==> config.mk <==
export PLATFORM = sky130hd
export DESIGN_NAME = maxpool2x2_stream
export DESIGN_NICKNAME = d
export VERILOG_FILES = /design/src/rtl/maxpool2x2_stream.sv
export SDC_FILE = /design/constraint.sdc
export NUM_CORES = 1
export LEC_CHECK = 0
export ABC_AREA = 1
export BUFFER_PORTS_ARGS = -buffer_cell sky130_fd_sc_hd__buf_2
export CAP_MARGIN = 10
export CORE_MARGIN = 4
export CORE_UTILIZATION = 49
export CTS_BUF_LIST = sky130_fd_sc_hd__clkbuf_2
export CTS_CLUSTER_SIZE = 30
export DETAILED_ROUTE_END_ITERATION = 10
export GPL_TIMING_DRIVEN = 0
export MAX_ROUTING_LAYER = met4
export PLACE_DENSITY = 0.65
export SYNTH_ARGS = -nofsm -noshare
export SYNTH_HDL_FRONTEND = slang
export SYNTH_SLANG_ARGS = --single-unit
==> constraint.sdc <==
create_clock -name clk -period 9.6 [get_ports clk]
set_input_delay 1.92 -clock clk [delete_from_list [all_inputs] [get_ports clk]]
set_output_delay 1.92 -clock clk [all_outputs]
set_load 0.02 [all_outputs]
==> src/rtl/maxpool2x2_stream.sv <==
// maxpool2x2_stream: streaming 2x2 / stride-2 signed max-pool.
// Pixels arrive in raster order. Each even row leaves its pooled pairs in a
// half-width line buffer. The following odd row completes each 2x2 window
// and emits one pooled pixel through a one-entry output register.
// Optional feature: define POOL_RELU_EN to clamp negative inputs to zero
// before pooling.
module maxpool2x2_stream #(
  parameter int DATA_W = 16,
  parameter int IMG_W  = 26,
  parameter int IMG_H  = 26
) (
  input  logic              clk,
  input  logic              rst,
  input  logic              start,
  input  logic [DATA_W-1:0] in_data,
  input  logic              in_valid,
  output logic              in_ready,
  output logic [DATA_W-1:0] out_data,
  output logic              out_valid,
  input  logic              out_ready,
  output logic              out_last,
  output logic              busy,
  output logic              done
);

  localparam int COL_W = (IMG_W > 1) ? $clog2(IMG_W) : 1;
  localparam int ROW_W = (IMG_H > 1) ? $clog2(IMG_H) : 1;
  // Line-buffer address is the column index with its LSB dropped.
  localparam int LB_AW = (COL_W > 1) ? COL_W - 1 : 1;
  localparam int LB_D  = 2 ** LB_AW;

  typedef enum logic [1:0] {
    S_IDLE  = 2'd0,
    S_RUN   = 2'd1,
    S_DRAIN = 2'd2,
    S_DONE  = 2'd3
  } state_t;

  state_t state, state_nxt;

  logic [COL_W-1:0]        col;
  logic [ROW_W-1:0]        row;
  logic signed [DATA_W-1:0] hold;
  logic signed [DATA_W-1:0] pix;
  logic signed [DATA_W-1:0] lbuf [0:LB_D-1];
  logic [LB_AW-1:0]        lb_idx;
  logic                    accept;
  logic                    out_fire;
  logic                    col_last;
  logic                    row_last;
  logic                    last_beat;
  logic                    lb_write;
  logic                    pool_now;
  logic                    pool_last;

  function automatic logic signed [DATA_W-1:0] smax(
    input logic signed [DATA_W-1:0] a,
    input logic signed [DATA_W-1:0] b
  );
    return (a > b) ? a : b;
  endfunction

  assign in_ready  = (state == S_RUN) && (!out_valid || out_ready);
  assign accept    = in_valid && in_ready;
  assign out_fire  = out_valid && out_ready;
  assign col_last  = (col == COL_W'(IMG_W - 1));
  assign row_last  = (row == ROW_W'(IMG_H - 1));
  assign last_beat = accept && col_last && row_last;
  assign lb_idx    = LB_AW'(col >> 1);
  // Odd column completes a pair: even rows park it, odd rows finish the window.
  assign lb_write  = accept && col[0] && !row[0];
  assign pool_now  = accept && col[0] && row[0];
  assign pool_last = (row == ROW_W'(2 * (IMG_H / 2) - 1)) &&
                     (col == COL_W'(2 * (IMG_W / 2) - 1));

  // Input pixel conditioning (optional ReLU clamp).
  always_comb begin
    pix = $signed(in_data);
`ifdef POOL_RELU_EN
    if (in_data[DATA_W-1]) begin
      pix = '0;
    end else begin
      pix = $signed(in_data);
    end
`endif
  end

  // Next-state logic for the frame sequencer.
  always_comb begin
    state_nxt = state;
    case (state)
      S_IDLE: begin
        if (start) begin
          state_nxt = S_RUN;
        end else begin
          state_nxt = S_IDLE;
        end
      end
      S_RUN: begin
        if (last_beat) begin
          state_nxt = S_DRAIN;
        end else begin
          state_nxt = S_RUN;
        end
      end
      S_DRAIN: begin
        if (!out_valid) begin
          state_nxt = S_DONE;
        end else begin
          state_nxt = S_DRAIN;
        end
      end
      S_DONE:  state_nxt = S_IDLE;
      default: state_nxt = S_IDLE;
    endcase
  end

  // State register with busy/done registered from the next state.
  always_ff @(posedge clk or posedge rst) begin
    if (rst) begin
      state <= S_IDLE;
      busy  <= 1'b0;
      done  <= 1'b0;
    end else begin
      state <= state_nxt;
      busy  <= (state_nxt != S_IDLE);
      done  <= (state_nxt == S_DONE);
    end
  end

  // Raster position counters; cleared when a frame is armed.
  always_ff @(posedge clk or posedge rst) begin
    if (rst) begin
      col <= '0;
      row <= '0;
    end else if (state == S_IDLE && start) begin
      col <= '0;
      row <= '0;
    end else if (accept) begin
      if (col_last) begin
        col <= '0;
        row <= row_last ? '0 : row + ROW_W'(1);
      end else begin
        col <= col + COL_W'(1);
      end
    end
  end

  // Left pixel of the current horizontal pair.
  always_ff @(posedge clk or posedge rst) begin
    if (rst) begin
      hold <= '0;
    end else if (accept && !col[0]) begin
      hold <= pix;
    end
  end

  // Line buffer of pooled even-row pairs; contents need no reset.
  always_ff @(posedge clk) begin
    if (lb_write) begin
      lbuf[lb_idx] <= smax(hold, pix);
    end
  end

  // One-entry output register; a new result may load in the same cycle
  // the previous one is taken.
  always_ff @(posedge clk or posedge rst) begin
    if (rst) begin
      out_data  <= '0;
      out_valid <= 1'b0;
      out_last  <= 1'b0;
    end else if (pool_now) begin
      out_data  <= smax(lbuf[lb_idx], smax(hold, pix));
      out_valid <= 1'b1;
      out_last  <= pool_last;
    end else if (out_fire) begin
      out_valid <= 1'b0;
      out_last  <= 1'b0;
    end
  end

endmodule

==> run summary <==
In this run the critical register-to-register path is launched from hold[15]. The synthesized design contains around 260 enable-type register cells. The number of distinct standard cells referenced by the synthesized netlist came out at 32. By startpoint and endpoint, the worst setup path is classified as in -> reg. The most frequent cell after synthesis is sky130_fd_sc_hd__nand2_1. Routability-driven placement finished with a final weighted congestion of roughly 0.9. The endpoint required time on the critical path is 10.29 ns. The floorplan die area came out at 30170 sq um. The nature of the critical path endpoint is a register.

The number of DRC markers in iteration 0 is between 900 and 1k. Across every metal layer, demand over resource in global routing totals 0.2380. The number of cells upsized or downsized after cts is 0. The post-synthesis sequential area ratio came out at 0.6608. The end of the worst hold path is out_data[2]. The post-route core utilization is 0.5621.

The first-pass detailed-route iteration total is 5. Setup violations remaining at the end of the flow were counted as 0. The total area inside the core boundary comes to around 27000 sq um.

The setup TNS is 0 ns. The worst vdd rail ir drop is roughly 0.25 mV. In this run, CTS created clock tree buffers numbering 76. The via count of the first global-routing pass is roughly 9.5k.

From synthesis to final layout, the design area changed by 12.62%. The hold path startpoint is out_data[2]. The flow ran to the end, and the final reports show no timing, DRC or antenna violations.

The number of nets handed over by synthesis was 1341. The largest delay contributor family on the critical path is simple AND/OR/NAND/NOR gates. The maximum cell stage delay along the critical path is 0.61 ns.

Buffers placed on the I/O ports in this run total 41. Clock skew on the completed layout was measured at 0.05941 ns. The clock transition at the registers of the reported paths is approximately 0.090 ns. The worst setup path is launched from a primary input. The synthesized area divided by synthesized cell count is between 10 and 15 sq um. The final cell area excluding filler cells came out at roughly 15000 sq um. The signal on the critical path passes through buf_2 > inv_1 > ha_1 > a21oi_1 > o21ai_0 > a21oi_1 > nand3_2 > nand3_4 > buf_6 > nand2_1 > nand2_1 > inv_1 > ha_1 > nand2_1 > inv_1 > nand3_1 > nor3_2 > nand3_1 > nand3_2 > buf_2 > nand3_1 > nand2_1 > nand2_1. The final clock period utilization by the worst path came out at 0.5622. The fmax is roughly 190 MHz.

The number of setup buffers added after CTS came out at 0. The vias after detailed routing is 9739. Measured along the x axis, the die boundary spans about 170 um. The post-placement cell area came out at 14380 sq um. For this configuration, the core starts out at a cell density of 0.4991. The hold buffer count at CTS came out at 0. The final worst hold slack came out at ~0.48 ns. The count of mapped cells out of synthesis came out at ~1.3k. The number of warning messages in the yosys log came out at 0. The HPWL after detailed placement is roughly 23000 um.

The number of max-capacitance violations reported came out at 0. The H-tree generated during clock tree synthesis spans 3 levels. The top-level port count is 42. The wire length reported by the detailed router came out at around 35000 um. The standby leakage power is about 6.6 nW. The number of cells in the design after placement is between 1.5k and 2k. The commonest cells after synthesis are sky130_fd_sc_hd__nand2_1, sky130_fd_sc_hd__edfxtp_1, sky130_fd_sc_hd__inv_1.

The fraction of layout instances using a drive strength above 1 came out at 0.1754. The worst reg-to-reg setup slack came out at roughly 5.0 ns. The arrival time reported for the critical path endpoint is slightly above 6 ns. Summed over all instances, the cell type with the most area after synthesis is sky130_fd_sc_hd__edfxtp_1. The average wire per cell in the routed design came out at approximately 19 um. In this run the core area contains 60 standard-cell rows. The floorplan die height is between 150 and 200 um. The number of clock sinks came out at a little over 300. The clock latency reported for the late side of the worst-skew pair is 0.85 ns. The number of buffers between clock root and the deepest sink is 3.

For this run, the leading register cell type out of synthesis is sky130_fd_sc_hd__edfxtp_1. The total standard cell area after synthesis came out at 13450 sq um. The async set-or-reset flop fraction in the synthesized netlist came out at 0.1579. In this run the worst path has a maximum fanout of 17. The root buffer cell is sky130_fd_sc_hd__clkbuf_2. The leftover overflow at the end of global routing is 0. The total buffers and inverters traversed by the critical path came out at 6.

The number of nets in the layout came out at about 1.5k. The worst-margin pin slew is about 1 ns. The largest net degree at the start of global routing came out at 31. TritonCTS built the clock tree. In this run the power density over the cells is approximately 350 nW/um^2. The master of the slowest instance on the critical path is sky130_fd_sc_hd__nand2_1. The first global-routing pass estimated between 50000 and 60000 um of wire. The final count of pins violating max slew came out at 0. The number of cells in the finished layout apart from fillers is 1819. The critical path's most frequent cell is sky130_fd_sc_hd__nand2_1. The worst-case reg-to-reg path depth is 21. The number of nets with antenna violations after routing is 0. Using the TritonRoute via totals, the vias-per-cell ratio works out to 5.354.

The capture instance of the worst register-to-register path is out_data[5]. The depth of the worst hold-timing path is 2. The fraction of synthesized cell area taken by the top area cell type came out at 0.5715. Sorting the synthesized cells by area gives the leading types as sky130_fd_sc_hd__edfxtp_1, sky130_fd_sc_hd__nand2_1, sky130_fd_sc_hd__dfrtp_1. The count of endpoints failing hold in the final timing report is 0. The initial antenna violation count is 1. The total of flip-flops plus latches after synthesis is a little over 300. The max-slew headroom at the worst pin came out at 0.3176. After detailed routing, the number of remaining DRC violations is 0. Counting I/O delays and the setup requirement, the final critical path takes between 5 and 6 ns. The path class of the tightest hold or removal check is reg -> reg. Setup repair after global routing left no endpoint under its margin.
[per-layer routing]
metal / part of all wire / wire length, um / GRT usage
met3: 0.077 / 2661 / 0.04733
met2: 0.46 / 16040 / 0.3653
met1: 0.42 / 14680 / 0.3163
met5: 0 / 0 / -
met4: 0.036 / 1255 / 0.09337
[cells by family after synthesis]
logic type | synth area share
buffers and inverters | 0.04865
adders and majority gates | 0.03349
AOI/OAI and AO/OA | 0.04344
and+or+nand+nor | 0.2137
DFF | 0.6608
[worst reg2reg max path, delay by kind of cell, from the launching register on]
family | cells | cell delay, ns
fa+ha+maj | 2 | 0.64
compound gates | 3 | 0.56
simple gates | 12 | 2.25
flops | 1 | 0.42
buf+inv | 4 | 0.59
[flip-flops by register name, summed over array words and instances, names as in the netlist]
name,flops
hold,16
col,5
done,1
lbuf,256
state,2
out_last,1
busy,1
out_valid,1
row,5
out_data,16
[layout make-up]
type | count | area, sq um
clock inverter | 22 | 196.4
tap | 341 | 426.7
buffer | 48 | 282.8
inverter | 99 | 371.6
fill | 2309 | 11800
sequential | 304 | 8889
clock buffer | 115 | 575.6
antenna | 1 | 2.502
timing repair buffer | 56 | 456.7
multi-input combinational | 833 | 3949
[cell usage in the layout (no fill, tap or decap), drive strengths merged, types with 2 or more instances in the layout]
master	count
buf	92
nand3	29
nand4	68
a21oi	51
nor2	55
clkbuf	127
ha	36
dfrtp	48
edfxtp	256
o21ai	55
a21o	2
nor3b	2
nor3	7
bufinv	4
nand2	523
inv	101
clkinv	16
[worst max-delay path by stage]
stage	startpoint	endpoint	slack, ns	cells past startpoint
after CTS	in_data[15]	out_data[9]	4.29	23
after detailed placement	in_data[15]	out_data[12]	3.42	23
after global routing	in_data[15]	out_data[11]	3.77	23
after global placement	in_data[15]	out_data[12]	3.52	23
after floorplan	in_data[15]	out_data[10]	4.60	23
final	in_data[15]	out_data[5]	4.20	23
[where the power goes]
group | switching (W) | internal, W | total (W) | leakage (nW)
clock | 0.000519 | 0.000426 | 0.000945 | 0.575
sequential | 0.0000700 | 0.00183 | 0.00190 | 2.92
combinational | 0.00178 | 0.000702 | 0.00249 | 3.06
[through the flow]
stage	setup WS (ns)	total power, W
global placement	3.521	0.004326
detailed placement	3.417	0.004399
finish	4.203	0.005335
CTS	4.289	0.005343
global route	3.770	0.005753
floorplan	4.602	0.003567
Power figures use the tool's default switching activity.
